--- config.mk ---
export PLATFORM = sky130hd
export DESIGN_NAME = tof_counter_flat
export DESIGN_NICKNAME = d
export VERILOG_FILES = /design/src/rtl/tof_counter_if.sv /design/src/rtl/tof_counter.sv /design/src/flat_wrapper.sv
export SDC_FILE = /design/constraint.sdc
export NUM_CORES = 1
export LEC_CHECK = 0
export BUFFER_PORTS_ARGS = -buffer_cell sky130_fd_sc_hd__buf_2
export CORE_MARGIN = 2
export CORE_UTILIZATION = 56
export CTS_CLUSTER_DIAMETER = 150
export DETAILED_ROUTE_END_ITERATION = 8
export HOLD_SLACK_MARGIN = 0.15
export MAX_ROUTING_LAYER = met4
export PLACE_DENSITY = 0.86
export SLEW_MARGIN = 10
export SYNTH_ARGS = -nofsm -noshare
export SYNTH_HDL_FRONTEND = slang
export SYNTH_SLANG_ARGS = --single-unit
--- constraint.sdc ---
create_clock -name clk -period 3.1 [get_ports clk]
set_clock_uncertainty 0.05 [all_clocks]
set_input_delay 0.62 -clock clk [delete_from_list [all_inputs] [get_ports clk]]
set_output_delay 0.62 -clock clk [all_outputs]
set_load 0.01 [all_outputs]
--- src/rtl/tof_counter_if.sv ---
// Measurement-stage port bundle: synchronized start/stop strobes in, range
// result and status strobes out. The slave modport is the counter side.
interface tof_counter_if #(
  parameter int CNT_W = 16,
  parameter int SEQ_W = 8
);
  logic             start_pulse;
  logic             stop_pulse;
  logic [CNT_W-1:0] range_count;
  logic             valid;
  logic             timeout;
  logic             busy;
  logic             start_ignored;
  logic [SEQ_W-1:0] seq_num;

  modport master (
    output start_pulse,
    output stop_pulse,
    input  range_count,
    input  valid,
    input  timeout,
    input  busy,
    input  start_ignored,
    input  seq_num
  );

  modport slave (
    input  start_pulse,
    input  stop_pulse,
    output range_count,
    output valid,
    output timeout,
    output busy,
    output start_ignored,
    output seq_num
  );
endinterface

--- src/rtl/tof_counter.sv ---
// Time-of-flight interval counter: counts cycles from start to the first stop
// outside the blanking window, with timeout for missing echoes.
module tof_counter #(
  parameter int unsigned CNT_W       = 16,
  parameter int unsigned BLANK_CYC   = 8,
  parameter int unsigned TIMEOUT_CYC = 1000,
  parameter int unsigned SEQ_W       = 8
) (
  input  logic          clk,
  input  logic          rst,
  tof_counter_if.slave  tif
);

  typedef enum logic [1:0] {
    IDLE  = 2'd0,
    BLANK = 2'd1,
    ARMED = 2'd2
  } state_e;

  localparam logic [CNT_W-1:0] BLANK_V   = CNT_W'(BLANK_CYC);
  localparam logic [CNT_W-1:0] TIMEOUT_V = CNT_W'(TIMEOUT_CYC);
  localparam logic [CNT_W-1:0] CNT_ONE   = CNT_W'(1);

  state_e           state_q, state_d;
  logic [CNT_W-1:0] cnt_q, cnt_d;
  logic [CNT_W-1:0] range_count_q, range_count_d;
  logic             valid_q, valid_d;
  logic             timeout_q, timeout_d;
  logic             busy_q, busy_d;
  logic             start_ignored_q, start_ignored_d;
  logic [SEQ_W-1:0] seq_num_q, seq_num_d;

  always_ff @(posedge clk or posedge rst) begin
    if (rst) begin
      state_q         <= IDLE;
      cnt_q           <= '0;
      range_count_q   <= '0;
      valid_q         <= 1'b0;
      timeout_q       <= 1'b0;
      busy_q          <= 1'b0;
      start_ignored_q <= 1'b0;
      seq_num_q       <= '0;
    end else begin
      state_q         <= state_d;
      cnt_q           <= cnt_d;
      range_count_q   <= range_count_d;
      valid_q         <= valid_d;
      timeout_q       <= timeout_d;
      busy_q          <= busy_d;
      start_ignored_q <= start_ignored_d;
      seq_num_q       <= seq_num_d;
    end
  end

  always_comb begin
    state_d         = state_q;
    cnt_d           = cnt_q;
    range_count_d   = range_count_q;
    valid_d         = 1'b0;
    timeout_d       = 1'b0;
    busy_d          = busy_q;
    start_ignored_d = 1'b0;
    seq_num_d       = seq_num_q;

    unique case (state_q)
      IDLE: begin
        // stop is deliberately not looked at here, even alongside start
        if (tif.start_pulse) begin
          cnt_d   = CNT_ONE;
          busy_d  = 1'b1;
          state_d = (BLANK_CYC == 0) ? ARMED : BLANK;
        end
      end

      BLANK: begin
        start_ignored_d = tif.start_pulse;
        cnt_d           = cnt_q + 1'b1;
        if (cnt_q == BLANK_V) begin
          state_d = ARMED;
        end
      end

      ARMED: begin
        start_ignored_d = tif.start_pulse;
        // stop takes priority over a timeout landing on the same cycle
        if (tif.stop_pulse) begin
          range_count_d = cnt_q;
          valid_d       = 1'b1;
          seq_num_d     = seq_num_q + 1'b1;
          busy_d        = 1'b0;
          cnt_d         = '0;
          state_d       = IDLE;
        end else if (cnt_q == TIMEOUT_V) begin
          timeout_d = 1'b1;
          seq_num_d = seq_num_q + 1'b1;
          busy_d    = 1'b0;
          cnt_d     = '0;
          state_d   = IDLE;
        end else begin
          cnt_d = cnt_q + 1'b1;
        end
      end

      default: begin
        state_d = IDLE;
        cnt_d   = '0;
        busy_d  = 1'b0;
      end
    endcase
  end

  assign tif.range_count   = range_count_q;
  assign tif.valid         = valid_q;
  assign tif.timeout       = timeout_q;
  assign tif.busy          = busy_q;
  assign tif.start_ignored = start_ignored_q;
  assign tif.seq_num       = seq_num_q;

endmodule
--- src/flat_wrapper.sv ---
// flat-port wrapper written by rule: the top's interface ports become plain ports
module tof_counter_flat 
#(
  parameter int unsigned CNT_W       = 16,
  parameter int unsigned BLANK_CYC   = 8,
  parameter int unsigned TIMEOUT_CYC = 1000,
  parameter int unsigned SEQ_W       = 8
)
  (clk, rst, tif_start_pulse, tif_stop_pulse, tif_range_count, tif_valid, tif_timeout, tif_busy, tif_start_ignored, tif_seq_num);
  tof_counter_if #(.CNT_W(CNT_W), .SEQ_W(SEQ_W)) tif_i ();
  input  logic clk;
  input  logic rst;
  input wire logic [$bits(tif_i.start_pulse)-1:0] tif_start_pulse;
  input wire logic [$bits(tif_i.stop_pulse)-1:0] tif_stop_pulse;
  output wire logic [$bits(tif_i.range_count)-1:0] tif_range_count;
  output wire logic [$bits(tif_i.valid)-1:0] tif_valid;
  output wire logic [$bits(tif_i.timeout)-1:0] tif_timeout;
  output wire logic [$bits(tif_i.busy)-1:0] tif_busy;
  output wire logic [$bits(tif_i.start_ignored)-1:0] tif_start_ignored;
  output wire logic [$bits(tif_i.seq_num)-1:0] tif_seq_num;
  assign tif_i.start_pulse = tif_start_pulse;
  assign tif_i.stop_pulse = tif_stop_pulse;
  assign tif_range_count = tif_i.range_count;
  assign tif_valid = tif_i.valid;
  assign tif_timeout = tif_i.timeout;
  assign tif_busy = tif_i.busy;
  assign tif_start_ignored = tif_i.start_ignored;
  assign tif_seq_num = tif_i.seq_num;
  tof_counter #(.CNT_W(CNT_W), .BLANK_CYC(BLANK_CYC), .TIMEOUT_CYC(TIMEOUT_CYC), .SEQ_W(SEQ_W)) u_core (.clk(clk), .rst(rst), .tif(tif_i));
endmodule
# After elaboration in Yosys (flattened, before gate mapping)
# Cells that the tools add are included.
# Widths: inputs -> output; s select.
# totals
reg_bits	46
in_bits	4
out_inout_bits	28
wordCells	46
# op_classes
addsub	2
eq_ne	7
muxes	21
bitwise_logic	1
reduce_logical	7
# ops
operator	n
$mux 16	3
$pmux 16 s3	1
$add 16x1->16 const B	1
$eq 16x10->1 const B	1
$eq 16x4->1 const B	1
$mux 8	2
$mux 1	9
$add 8x1->8 const B	1
$mux 2	4
$pmux 2 s3	1
$reduce_and 3->1	2
$reduce_and 2->1	2
$ne 3x2->1 const B	1
$pmux 1 s3	1
$eq 2x1->1 const B	1
$eq 2x2->1 const B	1
$logic_not 2->1	1
$ne 2x1->1 const B	1
$ne 2x2->1 const B	1
$reduce_bool 2->1	1
$reduce_or 2->1	1
$not 1->1	1

# Logic depth before layout (Yosys ltp)
# depth
ltp_word	4
ltp_mapped	8
ltp_nobuf	7

# Worst setup path before layout
# OpenSTA, ideal clock, no wires.
# synth_timing
path_kind	reg-to-reg
start	reg u_core.cnt_q[11]
end	reg u_core.cnt_q[10]
setup_ns	0.121
arrival_ns	2.119
slack_ns	0.810
stages_incl_launch_ff	7
n_path_buf	1
cell_sequence	dfrtp_1 or4_4 or4_4 a21oi_2 and2_1 buf_2 nor2_1
# synth_between
elab_chain_cells	4
# synth_lines
item	line_no	text
from (decl)	tof_counter.sv:25	logic [CNT_W-1:0] cnt_q, cnt_d;
from (signal assigned)	tof_counter.sv:45	cnt_q <= cnt_d;
$eq 16x10->1	tof_counter.sv:93	end else if (cnt_q == TIMEOUT_V) begin
$mux 16	tof_counter.sv:93	
$mux 16	tof_counter.sv:86	if (tif.stop_pulse) begin
$pmux 16 s3	tof_counter.sv:65	unique case (state_q)
# Every way passes these cells.
# A chain may end at the register's enable or synchronous reset.

# Worst setup path in the final report
# layout_timing
start	reg u_core.cnt_q[11]
end	reg u_core.cnt_q[4]
# The elaborated chain is that of the path after synthesis.

==> results.yml <==
status:
  status: "finished, final reports clean"
flow_run:
  drv_cap: 0
timing:
  fmax_mhz: 386.6
  slew_headroom: 0.3970
  post-route-min-period_ns: 2.587
  tns_ns: 0
  slew_viol_final: 0
  setup_viol: 0
  rsz0062_at_grt: "false"
  hold_viol_final: 0
  worstMarginPinSlew_ns: 0.9032
  finalCritPeriodShare: 0.8345
clock_network:
  h-tree-depth: 2
  ctsResizeCount: 0
  cts_sinks: 46
  holdBufCountCts: 0
  cts_root_buffer: "clkbuf_8"
  clock_path_buffers: 2
  cts_made_buffers: 5
  cts_tree: "built"
  clkLatencyLatePin_ns: 0.31
  clk_pin_slew_ns: 0.08
  post_cts_buffers: 0
route:
  dr.pass1.iters: 4
  wl_met2_mm: 1.908
  via_count: 1498
  ant_nets: 0
  wl_met1_mm: 1.767
  wire_per_inst_microns: 14.07
  wl_mm: 3.926
  wl_met3_microns: 179
  drt_iter0_drc: 77
  remaining_drc_errors: 0
  top_layer_used: "met4"
  drt-vias-per-instance: 5.369
finish:
  register_area_sq_mm: 0.001151
  num-nets-final: 241
  syn_to_final_growth_pct: 13.62
  drive_gt1_frac: 0.2597
  diodes: 0
  n_fill_cell: 281
  finish.utilization: 0.6621
  fin_cells: 279
  multi_input_area_sq_um: 925.9
power_and_ir_drop:
  power_density_mw_per_mm2: 548.0
  power_mw: 1.338
  vdd_drop_max_v: 0.0002794
  p_leak_nw: 1.203
logic_synthesis:
  synth_top_area_share: 0.5355
  async_reset_ff_frac: 1.000
  synth-edff-count: 0
  seq_area_frac_synth: 0.5355
  synth.net_count: 207
  ys_types: 38
  netlist_top_cells_count: "46 x dfrtp_1, 20 x nor2_1, 17 x nand2_1, 16 x xnor2_1"
  yosys-top-cells-area: "dfrtp_1 54%, xnor2_1 6.5%, mux2_2 5.8%"
  ys_ff_latch: 46
  postSynthAreaPerCell_sq_um: 10.97
  synth.largest_area_cell: "dfrtp_1"
  yosysWarnings: 0
  netlist_area_sq_mm: 0.002150
  syn_inst: 196
  synthFlopType: "dfrtp_1"
  yosysMostFrequentCell: "dfrtp_1"
die:
  io_pins: 32
  row_count: 22
  dieArea_sq_mm: 0.004350
  dieWidth_microns: 65.96
  core_area_sq_mm: 0.003689
  initial_utilization: 0.5828
  die_y_microns: 65.96
worst_setup_path:
  critPathArrivalTime_ns: 2.71
  reg2reg_from: "u_core.cnt_q[11]"
  r2r_setup_slack_ns: 0.51
  cp_max_fo: 12
  start_kind: "register"
  cp.required_ns: 3.22
  worstReg2RegEnd: "u_core.cnt_q[4]"
  critPathKind: "reg2reg"
  end_kind: "register"
  reg2reg_depth: 5
min_path:
  holdPathStages: 2
  min_delay_worst_endpoint: "u_core.tif.range_count[10]"
  holdCritStartpoint: "u_core.tif.range_count[10]"
  min_path_type: "reg2reg"
placement:
  dp_cells: 271
  hpwl_mm: 2.759
  port_buffers: 31
  place.gp.congestion: 0.8012
grt:
  grt_pass1_wl_mm: 6.665
  antenna_found_initial: 0
  grt_util_all_layers: 0.2130
  grt_pass1_vias: 1394
  grt_max_degree: 47
  overflow: 0
## power by group
group | total, mW | internal, mW | switching [mW] | leakage, nW
Clock | 0.374 | 0.163 | 0.211 | 0.0447
Sequential | 0.688 | 0.644 | 0.0438 | 0.630
Combinational | 0.277 | 0.106 | 0.171 | 0.528
## state kept, by name, indices dropped and copies added, names as in the netlist
register,count
u_core.cnt_q,16
u_core.state_q,2
u_core.tif.busy,1
u_core.tif.range_count,16
u_core.tif.seq_num,8
u_core.tif.start_ignored,1
u_core.tif.timeout,1
u_core.tif.valid,1
## per-layer routing
layer	GRT usage	vias to the layer above
li1	-	737
met1	0.2765	717
met2	0.3194	38
met3	0.05451	6
met4	0.09184	0
met5	-	-
## how the worst max path moves through the flow
| stage | from | endpoint | cells past startpoint |
|---|---|---|---|
| after floorplan | u_core.cnt_q[11] | u_core.cnt_q[10] | 6 |
| after global placement | u_core.cnt_q[11] | u_core.cnt_q[15] | 5 |
| after detailed placement | u_core.cnt_q[11] | u_core.cnt_q[10] | 5 |
| after CTS | u_core.cnt_q[11] | u_core.cnt_q[4] | 5 |
| after global routing | u_core.cnt_q[11] | u_core.cnt_q[4] | 5 |
| final | u_core.cnt_q[11] | u_core.cnt_q[4] | 5 |
## critical path, cell delays in order (launching register included)
cell,delay (ns)
dfrtp_1,0.45
or4_4,0.57
or4_4,0.57
a21oi_2,0.25
and2_1,0.46
nor2_1,0.11
## stage by stage
step	instance area (sq um)	setup slack, ns	hold WS [ns]
5_1_grt	2442	0.4081	0.4691
3_5_place_dp	2349	0.5356	0.4314
6_report	2442	0.5132	0.4433
3_3_place_gp	2349	0.6453	0.4060
2_1_floorplan	2150	0.8097	0.4576
4_1_cts	2442	0.5165	0.4487
## cell families after synthesis
kind of cell	after synthesis	share of synthesized area
adder cells (fa/ha/maj)	7	0.04074
AND/OR/NAND/NOR	75	0.1857
flip-flops	46	0.5355
XOR/XNOR	19	0.07742
buffers and inverters	17	0.03376
multiplexers	11	0.05763
AO/OA/AOI/OAI	21	0.06927
## layout by cell type (no fill, tap or decap), types with 2 or more instances in the layout
cell      count
clkbuf_8      5
nand3_1       4
o32a_1        2
nand2_1      17
or4_4         2
mux2_2       11
a21o_1        2
and2_1        2
nor3_1        7
o21ai_0       7
inv_1        10
buf_2        31
a211oi_1      2
ha_1          7
nor2_1       20
nor4b_1       2
nand4_1       6
dfrtp_1      46
and3_1        2
nor2b_1       2
buf_4         2
xor2_1        3
or3_1         3
a21oi_1       3
xnor2_1      16
## layout make-up
class | instances | area share
sequential | 46 | 0.4713
multi-input combinational | 133 | 0.3791
timing repair buffer | 33 | 0.06967
clock buffer | 5 | 0.02818
tap | 48 | 0.02459
inverter | 11 | 0.01691
clock inverter | 3 | 0.01025
Power figures use the tool's default switching activity.
